[src/rtl/dir_ctrl.sv]
// Snake direction controller: per-button synchronize + debounce, priority turn request, committed direction.
// Define DIR_QUEUE_EN to buffer turns in a 2-entry queue drained on frame_tick; otherwise turns apply immediately.
module dir_db #(
  parameter int DEBOUNCE_CYCLES = 250000
) (
  input  logic clk,
  input  logic rst,
  input  logic btn,
  output logic clean
);
  localparam int CW = $clog2(DEBOUNCE_CYCLES) + 1;
  localparam logic [CW-1:0] LAST = CW'(DEBOUNCE_CYCLES - 1);

  logic [1:0]    sync;
  logic [CW-1:0] cnt;

  always_ff @(posedge clk or negedge rst) begin
    if (!rst) begin
      sync  <= '0;
      cnt   <= '0;
      clean <= 1'b0;
    end else begin
      sync <= {sync[0], btn};
      if (sync[1] == clean) cnt <= '0;
      else if (cnt == LAST) begin
        clean <= ~clean;
        cnt   <= '0;
      end else if (cnt != '1) cnt <= cnt + 1'b1;
    end
  end
endmodule

module dir_ctrl #(
  parameter int DEBOUNCE_CYCLES = 250000
) (
  input  logic       clk,
  input  logic       rst,
  input  logic [3:0] buttons,
  input  logic       frame_tick,
  input  logic       game_rst,
  output logic [1:0] dir,
  output logic [3:0] clean,
  output logic       press_evt
);
  localparam int NUM_LANES = 4;

  typedef struct packed {
    logic       vld;
    logic [1:0] d;
  } turn_req_t;

  logic [NUM_LANES-1:0] clean_d, rise;
  turn_req_t            req;
  logic [1:0]           dir_n;

  dir_db #(.DEBOUNCE_CYCLES(DEBOUNCE_CYCLES)) u_db [NUM_LANES-1:0] (
    .clk  (clk),
    .rst  (rst),
    .btn  (buttons),
    .clean(clean)
  );

  always_ff @(posedge clk or negedge rst) begin
    if (!rst) clean_d <= '0;
    else      clean_d <= clean;
  end

  assign rise      = clean & ~clean_d;
  assign press_evt = |rise;

  // Button bits map to direction codes: left=0, right=1, up=2, down=3; left wins.
  always_comb begin
    req.vld = |rise;
    if (rise[1])      req.d = 2'd0;
    else if (rise[0]) req.d = 2'd1;
    else if (rise[2]) req.d = 2'd2;
    else              req.d = 2'd3;
  end

`ifdef DIR_QUEUE_EN
  logic [1:0][1:0] q, q_n;
  logic [1:0]      qcnt, qcnt_n;
  logic [1:0]      ref_dir;

  // Pop first, then check the request against the post-pop tail (or new dir).
  always_comb begin
    dir_n   = dir;
    q_n     = q;
    qcnt_n  = qcnt;
    ref_dir = dir;
    if (frame_tick && qcnt != 2'd0) begin
      dir_n  = q[0];
      q_n[0] = q[1];
      qcnt_n = qcnt - 2'd1;
    end
    if (qcnt_n == 2'd2)      ref_dir = q_n[1];
    else if (qcnt_n == 2'd1) ref_dir = q_n[0];
    else                     ref_dir = dir_n;
    // Same axis means equal or opposite: both are dropped.
    if (req.vld && req.d[1] != ref_dir[1] && qcnt_n != 2'd2) begin
      q_n[qcnt_n[0]] = req.d;
      qcnt_n         = qcnt_n + 2'd1;
    end
    if (game_rst) begin
      dir_n  = 2'd0;
      qcnt_n = 2'd0;
    end
  end

  always_ff @(posedge clk or negedge rst) begin
    if (!rst) begin
      dir  <= 2'd0;
      q    <= '0;
      qcnt <= 2'd0;
    end else begin
      dir  <= dir_n;
      q    <= q_n;
      qcnt <= qcnt_n;
    end
  end
`else
  logic unused_tick;
  assign unused_tick = frame_tick;

  always_comb begin
    dir_n = dir;
    if (req.vld && req.d[1] != dir[1]) dir_n = req.d;
    if (game_rst) dir_n = 2'd0;
  end

  always_ff @(posedge clk or negedge rst) begin
    if (!rst) dir <= 2'd0;
    else      dir <= dir_n;
  end
`endif
endmodule

[config.mk]
export PLATFORM = sky130hd
export DESIGN_NAME = dir_ctrl
export DESIGN_NICKNAME = d
export VERILOG_FILES = /design/src/rtl/dir_ctrl.sv
export SDC_FILE = /design/constraint.sdc
export NUM_CORES = 1
export LEC_CHECK = 0
export ABC_CLOCK_PERIOD_IN_PS = 3400
export CAP_MARGIN = 30
export CORE_UTILIZATION = 45
export CTS_CLUSTER_SIZE = 12
export DETAILED_ROUTE_END_ITERATION = 16
export PLACE_DENSITY = 0.62
export REMOVE_ABC_BUFFERS = 1
export SLEW_MARGIN = 10
export SYNTH_ARGS = -nofsm -noshare
export SYNTH_HDL_FRONTEND = slang
export SYNTH_SLANG_ARGS = --single-unit
export TNS_END_PERCENT = 30
[constraint.sdc]
create_clock -name clk -period 3.4 [get_ports clk]
set_clock_uncertainty 0.15 [all_clocks]
set_input_delay 0.51 -clock clk [delete_from_list [all_inputs] [get_ports clk]]
set_output_delay 0.51 -clock clk [all_outputs]
set_load 0.01 [all_outputs]
Yosys cells after proc, flatten, opt, wreduce, memory -nomap -nowiden
Index checks and enable logic that the tools add are counted.
W data, S select, Z words.
{ "word_totals": {"ff_bits": 94, "input_bits": 8, "output_inout_bits": 7, "wordCells": 69} }
{ "op_classes": {"add_sub_neg": 4, "eq_ne": 13, "mux": 17, "bitwise": 10, "reduce_logical": 11} }
{ "ops": {"columns": ["operator", "n"], "rows": [
  ["$mux W19", 12],
  ["$add A19 B1 Y19 const B", 4],
  ["$eq A19 B18 Y1 const B", 4],
  ["$ne A19 B19 Y1 const B", 4],
  ["$reduce_bool A3 Y1", 4],
  ["$mux W2", 4],
  ["$not A1 Y1", 8],
  ["$reduce_and A2 Y1", 4],
  ["$and A4 B4 Y4", 1],
  ["$eq A1 B1 Y1", 4],
  ["$not A4 Y4", 1],
  ["$reduce_or A4 Y1", 1],
  ["$reduce_bool A2 Y1", 1],
  ["$logic_and A1 B1 Y1", 1],
  ["$mux W1", 1],
  ["$ne A1 B1 Y1", 1]
]} }

Depth between registers and ports, before layout
Gate-level depths: netlist (run 1).
{ "logic_depth": {"ltp_word": 9, "ltp_mapped": 7} }

Hierarchy
Synthesis (run 1) repeated with hierarchy kept, for this count alone.
{ "hier_totals": {"cells_unflattened": 537, "area_unflattened_um2": 5217.5} }
{ "modules_own_cells": {"columns": ["module", "n_inst", "cells_per_inst", "area_each_um2", "seq_area_each_um2"], "rows": [
  ["dir_db", 4, 129, 1229.9, 550.5],
  ["dir_ctrl", 1, 21, 297.8, 150.1]
]} }

Least setup slack after synthesis (run 1)
Ideal clock, no wire load.
{ "synth_path": {"path_kind": "register to register", "from": "register u_db[3].cnt[0]", "to": "register u_db[3].cnt[15]", "arrival_ns": 1.852, "required_time_ns": 3.176, "slack_ns": 1.323, "path_stages_with_launch": 8, "path_buffers": 1, "period_less_slack_ns": 2.077, "cell_sequence": "dfrtp_1 -> ha_1 -> nand4_2 -> nor3b_1 -> and3_1 -> buf_6 -> or4_4 -> a21oi_2"} }
{ "synth_via": {"elab_chain_len": 4, "word_cells_on_any_way": 7, "cone_classes": "1 x add/sub; 2 x eq/ne; 3 x mux; 1 x reduce/logical"} }
{ "synth_rtl": {"columns": ["item", "line", "source"], "rows": [
  ["start, declared", "15", "logic [CW-1:0] cnt;"],
  ["start signal, assigned", "28", "end else if (cnt != '1) cnt <= cnt + 1'b1;"],
  ["$add A19 B1 Y19", "28", null],
  ["$mux W19", "28", null],
  ["$mux W19", "25", "else if (cnt == LAST) begin"],
  ["$mux W19", "24", "if (sync[1] == clean) cnt <= '0;"]
]} }
Parallel ways exist; a longest one is shown, timed or not. The select of a mux whose other input is x is not followed.
A chain may end at the register's enable or synchronous reset.

Worst setup path after layout (run 1)
{ "layout_path": {"from": "register u_db[1].clean", "to": "output press_evt"} }
{ "layout_via": {"elab_chain_len": 2} }
{ "layout_rtl": {"columns": ["item", "line", "source"], "rows": [
  ["start, declared", "9", "output logic clean"],
  ["start signal, assigned", "26", "clean <= ~clean;"],
  ["$and A4 B4 Y4", "68", "assign rise = clean & ~clean_d;"],
  ["$reduce_or A4 Y1", "69", "assign press_evt = |rise;"],
  ["end, declared", "43", "output logic press_evt"]
]} }
Every way passes these cells.

==> flow_summary.yaml, run 1 <==
outcome:
  status: "finished, violations left"
  violations: "negative hold slack"
clock_network:
  numCtsBuffers: 9
  post_cts_buffers: 0
  numClockSinks: 94
  cts_tree: "built"
  cts_resized: 0
  cts_htree_levels: 3
  worstSkewPairLatency_ns: 0.37
  hold_buffers: 0
  cts-root-buf: "clkbuf_8"
  clock_path_buffers: 2
  clk_pin_slew_worst_paths_ns: 0.09
sta:
  fin_setup_tns_ns: 0
  finalHoldViolCount: 3
  fin_crit_sh_pct: 77.39
  rsz0062_at_grt: "no"
  worst_hold_slack_ns: -0.006053
  period_needed_ns: 2.631
  worstMarginPinSlew_ns: 0.7727
  max_freq_mhz: 380.0
  finalSetupViolCount: 0
  maxSlewViolCount: 0
  max_slew_margin_pct: 48.38
run:
  drv_cap: 0
cells_and_area:
  layout_commonest_cell: "dfrtp_1"
  drive_gt1_share_pct: 9.476
  final_nets: 503
  mostFrequentLayoutCells: "dfrtp_1, nor2_1, nand2_1, a21oi_1, xnor2_1"
  postLayoutCoreUtil_pct: 51.11
  syn_to_final_growth_pct: 9.912
  num_antenna_cells: 0
detailed_routing:
  vias: 3605
  wire_per_inst_um: 14.69
  drc_errors: 0
  drt_iter0_drc: 208
  drtPass1Iterations: 4
  via_per_inst: 5.704
  ant_nets: 0
  drt_wl_total_mm: 9.287
place:
  gp_congestion: 0.7997
  hpwl_mm: 6.369
  portBuffers: 13
setup_path:
  r2r_cells: 5
  rr_startpoint: "u_db[2].cnt[9]$_DFFE_PN0P_"
  worstPathMaxFanout: 5
  r2r_setup_slack_ns: 0.95
  rr_endpoint: "u_db[2].cnt[0]$_DFFE_PN0P_"
  worstSetupPathType: "reg -> out"
  start_kind: "flop"
  cp.arrival_ns: 1.97
  critPathRequiredTime_ns: 2.74
  critical_path.endpoint_type: "primary output"
synth:
  synth_seq_cells: 94
  async_reset_ff_share_pct: 100.0
  yosys.area.top_type: "dfrtp_1"
  synth-main-ff-cell: "dfrtp_1"
  ys_warn_count: 0
  syn_area_um2: 4822
  synthCells: 475
  yosysSeqAreaShare_pct: 48.78
  synthTopCellsByArea: "dfrtp_1, xnor2_1, nor2_1"
  synth-edff-count: 0
  synth.top_cell.area_share_pct: 48.78
  synth_cell_types: 61
  synth.avg_cell_area_um2: 10.15
global_routing:
  gr-total-overflow: 0
  grt_pass1_wl_mm: 16.21
  grtUsageTotal_pct: 18.28
  grt_pass1_vias: 3422
  antenna_found_initial: 0
  grt_max_degree: 49
min_path:
  hold_path_class: "in -> async"
power_and_ir_drop:
  peakVddDrop_v: 0.0002636
  powerDensity_nw_per_um2: 384.9
  leakage_nw: 2.135
  power.total_mw: 2.040
floorplanning:
  dieArea_um2: 11130
  fp.dieH_um: 105.5
  initial_core_util_pct: 46.50
  io_pins: 15
  core_um2: 10370
  fp-row-count: 37
  die_w_um: 105.5
[power by group]
group / switching [mW] / internal (mW)
logic: 0.0503 / 0.0290
registers: 0.0161 / 1.13
clock network: 0.395 / 0.416
[flip-flops by register name (all words and copies together) (netlist names)]
register	count
clean_d	4
u_db.cnt	76
dir	2
u_db.sync	8
u_db.clean	4
[cell families after synthesis]
family	count (synthesis)	synth area share, %
flip-flops	94	48.78
buffers and inverters	23	2.543
adder cells (fa/ha/maj)	4	1.038
multiplexers	6	1.375
AO/OA/AOI/OAI	101	14.40
AND/OR/NAND/NOR	204	24.05
XOR/XNOR	43	7.810
[metal layers]
layer  GRT usage, %  vias up  wire length [um]
met4          5.456        0                70
met3          4.082        6               321
met1          25.15     1741              4539
met5              0        -                 0
li1               -     1795                 -
met2          28.95       63              4356
[layout make-up]
type | instances | area [um2]
inverter | 10 | 37.54
timing repair buffer | 18 | 177.7
clock buffer | 11 | 131.4
clock inverter | 5 | 83.83
sequential | 94 | 2352
tap | 136 | 170.2
multi-input combinational | 358 | 2347
fill | 971 | 5070
[stage by stage]
stage / cells / hold WS (ns) / cell area [um2] / worst slack [ns]
finish: 632 / -0.006053 / 5300 / 0.7687
global route: 632 / 0.03686 / 5300 / 0.6513
CTS: 632 / 0.01087 / 5300 / 0.7260
detailed placement: 616 / 0.1879 / 5085 / 0.9489
global placement: 616 / 0.1825 / 5085 / 0.9563
floorplan: 462 / 0.06441 / 4737 / 1.122
[worst max-delay path by stage]
stage / start / end / slack [ns] / cells past startpoint
after detailed placement: u_db[2].cnt[9]$_DFFE_PN0P_ / u_db[2].cnt[0]$_DFFE_PN0P_ / 0.95 / 5
after global routing: u_db[1].clean$_DFFE_PN0P_ / press_evt / 0.65 / 4
after global placement: u_db[2].cnt[9]$_DFFE_PN0P_ / u_db[2].cnt[0]$_DFFE_PN0P_ / 0.96 / 5
after CTS: u_db[1].clean$_DFFE_PN0P_ / press_evt / 0.73 / 4
after floorplan: u_db[1].cnt[0]$_DFFE_PN0P_ / u_db[1].cnt[0]$_DFFE_PN0P_ / 1.12 / 6
final: u_db[1].clean$_DFFE_PN0P_ / press_evt / 0.77 / 4
[worst max-delay path: stages, from the launching register on]
cell and delay, ns:
dfrtp_1 0.44, nor2b_1 0.17, or2_2 0.32, nand3b_1 0.18
clkdlybuf4s50_1 0.50
[synthesized netlist by cell type (all sizes together), types with 2 or more instances]
library cell / count
nor3b: 2
nand3b: 2
a41oi: 4
xnor2: 25
or2: 3
o21ai: 24
a21o: 2
a31oi: 4
and4: 6
a311oi: 3
nor3: 16
or3: 15
a211oi: 8
inv: 10
mux2: 5
and3: 17
ha: 4
nand2: 28
xor2: 18
clkbuf: 4
a21oi: 27
or4: 5
o21a: 3
and2: 3
o21bai: 2
nor2b: 3
nand2b: 4
buf: 9
nand4: 17
o211ai: 5
nor4: 10
dfrtp: 94
nand3: 21
o31ai: 12
nor2: 47
Note: power is estimated with default switching activity, not from simulation.
==> inputs of run 2 (changes only) <==
--- a/config.mk
+++ b/config.mk
@@ -5,12 +5,12 @@
 export SDC_FILE = /design/constraint.sdc
 export NUM_CORES = 1
 export LEC_CHECK = 0
-export ABC_CLOCK_PERIOD_IN_PS = 3400
+export ABC_CLOCK_PERIOD_IN_PS = 2400
 export CAP_MARGIN = 30
 export CORE_UTILIZATION = 45
 export CTS_CLUSTER_SIZE = 12
 export DETAILED_ROUTE_END_ITERATION = 16
-export PLACE_DENSITY = 0.62
+export PLACE_DENSITY = 0.65
 export REMOVE_ABC_BUFFERS = 1
 export SLEW_MARGIN = 10
 export SYNTH_ARGS = -nofsm -noshare
==> constraint.sdc (replaced) <==
create_clock -name clk -period 2.4 [get_ports clk]
set_clock_uncertainty 0.15 [all_clocks]
set_input_delay 0.36 -clock clk [delete_from_list [all_inputs] [get_ports clk]]
set_output_delay 0.36 -clock clk [all_outputs]
set_load 0.01 [all_outputs]
==> flow_summary.yaml, run 2 (same netlist as run 1, synthesis figures left out) <==
sta:
  worst_hold_slack_ns: 0.2047
  finalHoldViolCount: 0
  maxSlewViolCount: 0
  worstMarginPinSlew_ns: 0.5171
  fin_setup_tns_ns: 0
  rsz0062_at_grt: "no"
  finalSetupViolCount: 0
  max_slew_margin_pct: 65.53
  max_freq_mhz: 457.2
  period_needed_ns: 2.187
  fin_crit_sh_pct: 91.13
detailed_routing:
  drtPass1Iterations: 4
  drt_wl_total_mm: 9.328
  vias: 3659
  wire_per_inst_um: 14.35
  drt_iter0_drc: 133
  via_per_inst: 5.629
  drc_errors: 0
  ant_nets: 0
cells_and_area:
  final_nets: 521
  syn_to_final_growth_pct: 12.69
  mostFrequentLayoutCells: "dfrtp_1, nor2_1, nand2_1, a21oi_1, xnor2_1"
  postLayoutCoreUtil_pct: 52.40
  instances_no_fill: 650
  drive_gt1_share_pct: 13.04
  num_antenna_cells: 0
  regMostFlops: "u_db.cnt"
  largest_register_ffs: 76
  layout_commonest_cell: "dfrtp_1"
  n_fill_cell: 974
  largest_registers: "u_db.cnt x76, u_db.sync x8"
clock_network:
  post_cts_buffers: 0
  numClockSinks: 94
  clk_pin_slew_worst_paths_ns: 0.08
  cts-root-buf: "clkbuf_8"
  worstSkewPairLatency_ns: 0.36
  numCtsBuffers: 9
  cts_htree_levels: 3
  cts_tree: "built"
  clock_path_buffers: 2
power_and_ir_drop:
  peakVddDrop_v: 0.0004022
  power.total_mw: 2.836
  powerDensity_nw_per_um2: 521.9
  leakage_nw: 2.234
floorplanning:
  core_um2: 10370
  dieArea_um2: 11130
  fp-row-count: 37
  die_w_um: 105.5
  io_pins: 15
  fp.dieH_um: 105.5
  initial_core_util_pct: 46.50
place:
  dp_cells: 633
  portBuffers: 13
  gp_congestion: 0.8723
  hpwl_mm: 6.682
global_routing:
  grt_pass1_wl_mm: 17.07
  grt_max_degree: 44
  grt_pass1_vias: 3618
  grtUsageTotal_pct: 18.85
  antenna_found_initial: 0
  gr-total-overflow: 0
outcome:
  status: "finished clean"
setup_path:
  r2r_cells: 6
  worstPathMaxFanout: 7
  r2r_setup_slack_ns: 0.21
  rr_endpoint: "u_db[3].cnt[15]$_DFFE_PN0P_"
  rr_startpoint: "u_db[3].cnt[0]$_DFFE_PN0P_"
  critPathRequiredTime_ns: 2.54
  cp.arrival_ns: 2.33
  worstSetupPathType: "reg -> reg"
  critical_path.endpoint_type: "flop"
  start_kind: "flop"
min_path:
  min_to: "u_db[2].sync[1]$_DFF_PN0_"
  hold_path_class: "reg -> reg"
  whs_path_depth: 0
  min_from: "u_db[2].sync[0]$_DFF_PN0_"
run:
  drv_cap: 0
run 2: changes by cell type in the layout (fill, tap and decap cells not counted):
cell | previous run | this run
buf_4 | 5 | 22
clkbuf_1 | 2 | 0
clkbuf_8 | 9 | 11
clkinv_2 | 0 | 2
bufinv_16 | 2 | 1
clkdlybuf4s50_1 | 12 | 11
clkinv_4 | 1 | 0
clkinvlp_4 | 2 | 1
dlygate4sd2_1 | 0 | 1
dlygate4sd3_1 | 0 | 1
inv_6 | 0 | 1
nand3_1 | 21 | 20
nand3_2 | 0 | 1
run 2: metal layers:
layer / global-route usage, % / share of wire [%] / up-vias
met4: 5.952 / 1.1 / 0
met3: 4.143 / 2.7 / 11
li1: - / - / 1819
met2: 30.12 / 48 / 42
met1: 25.59 / 49 / 1787
met5: 0 / 0 / -
run 2: stage by stage:
stage | setup slack, ns | instance area, um2
CTS | 0.1243 | 5429
detailed placement | 0.1474 | 5213
finish | 0.2129 | 5434
global route | 0.1037 | 5434
global placement | 0.2110 | 5213
floorplan | 0.1219 | 4737
run 2: worst max-delay path by stage:
stage / start / endpoint / slack, ns / cells past startpoint
floorplan: u_db[1].cnt[0]$_DFFE_PN0P_ / u_db[1].cnt[0]$_DFFE_PN0P_ / 0.12 / 6
global placement: u_db[1].cnt[0]$_DFFE_PN0P_ / u_db[1].cnt[5]$_DFFE_PN0P_ / 0.21 / 6
CTS: u_db[1].cnt[0]$_DFFE_PN0P_ / u_db[1].cnt[0]$_DFFE_PN0P_ / 0.12 / 6
detailed placement: u_db[1].cnt[0]$_DFFE_PN0P_ / u_db[1].cnt[0]$_DFFE_PN0P_ / 0.15 / 6
global route: u_db[3].cnt[0]$_DFFE_PN0P_ / u_db[3].cnt[11]$_DFFE_PN0P_ / 0.10 / 6
finish: u_db[3].cnt[0]$_DFFE_PN0P_ / u_db[3].cnt[15]$_DFFE_PN0P_ / 0.21 / 6
run 2: cell type report:
type	instances	area (um2)	area share (%)
repair buffers	36	314.1	5.779
clock buffers	11	151.4	2.786
inverters	10	37.54	0.6908
clock inverters	5	56.30	1.036
well taps	136	170.2	3.131
flip-flops and latches	94	2352	43.29
multi-input cells	358	2352	43.29
run 2: where the power goes:
group          total [mW]  internal, mW  switching [mW]
logic               0.125        0.0513          0.0734
clock network        1.08         0.539           0.544
registers            1.63          1.61          0.0232
total                2.84          2.20           0.641
run 2: timing repair:
action | 4_1_cts | 5_1_grt
hold buffers | 1 | 0
resized for setup | 1 | 1
endpoints found under the setup margin | 1 | 5
endpoints found under the hold margin | 38 | 0
run 2: critical path, cell delays in order, from the launching register on:
cell,delay (ns)
dfrtp_1,0.43
ha_1,0.29
nand4_2,0.21
nor3b_1,0.09
and3_1,0.28
or4_4,0.54
a21oi_2,0.13
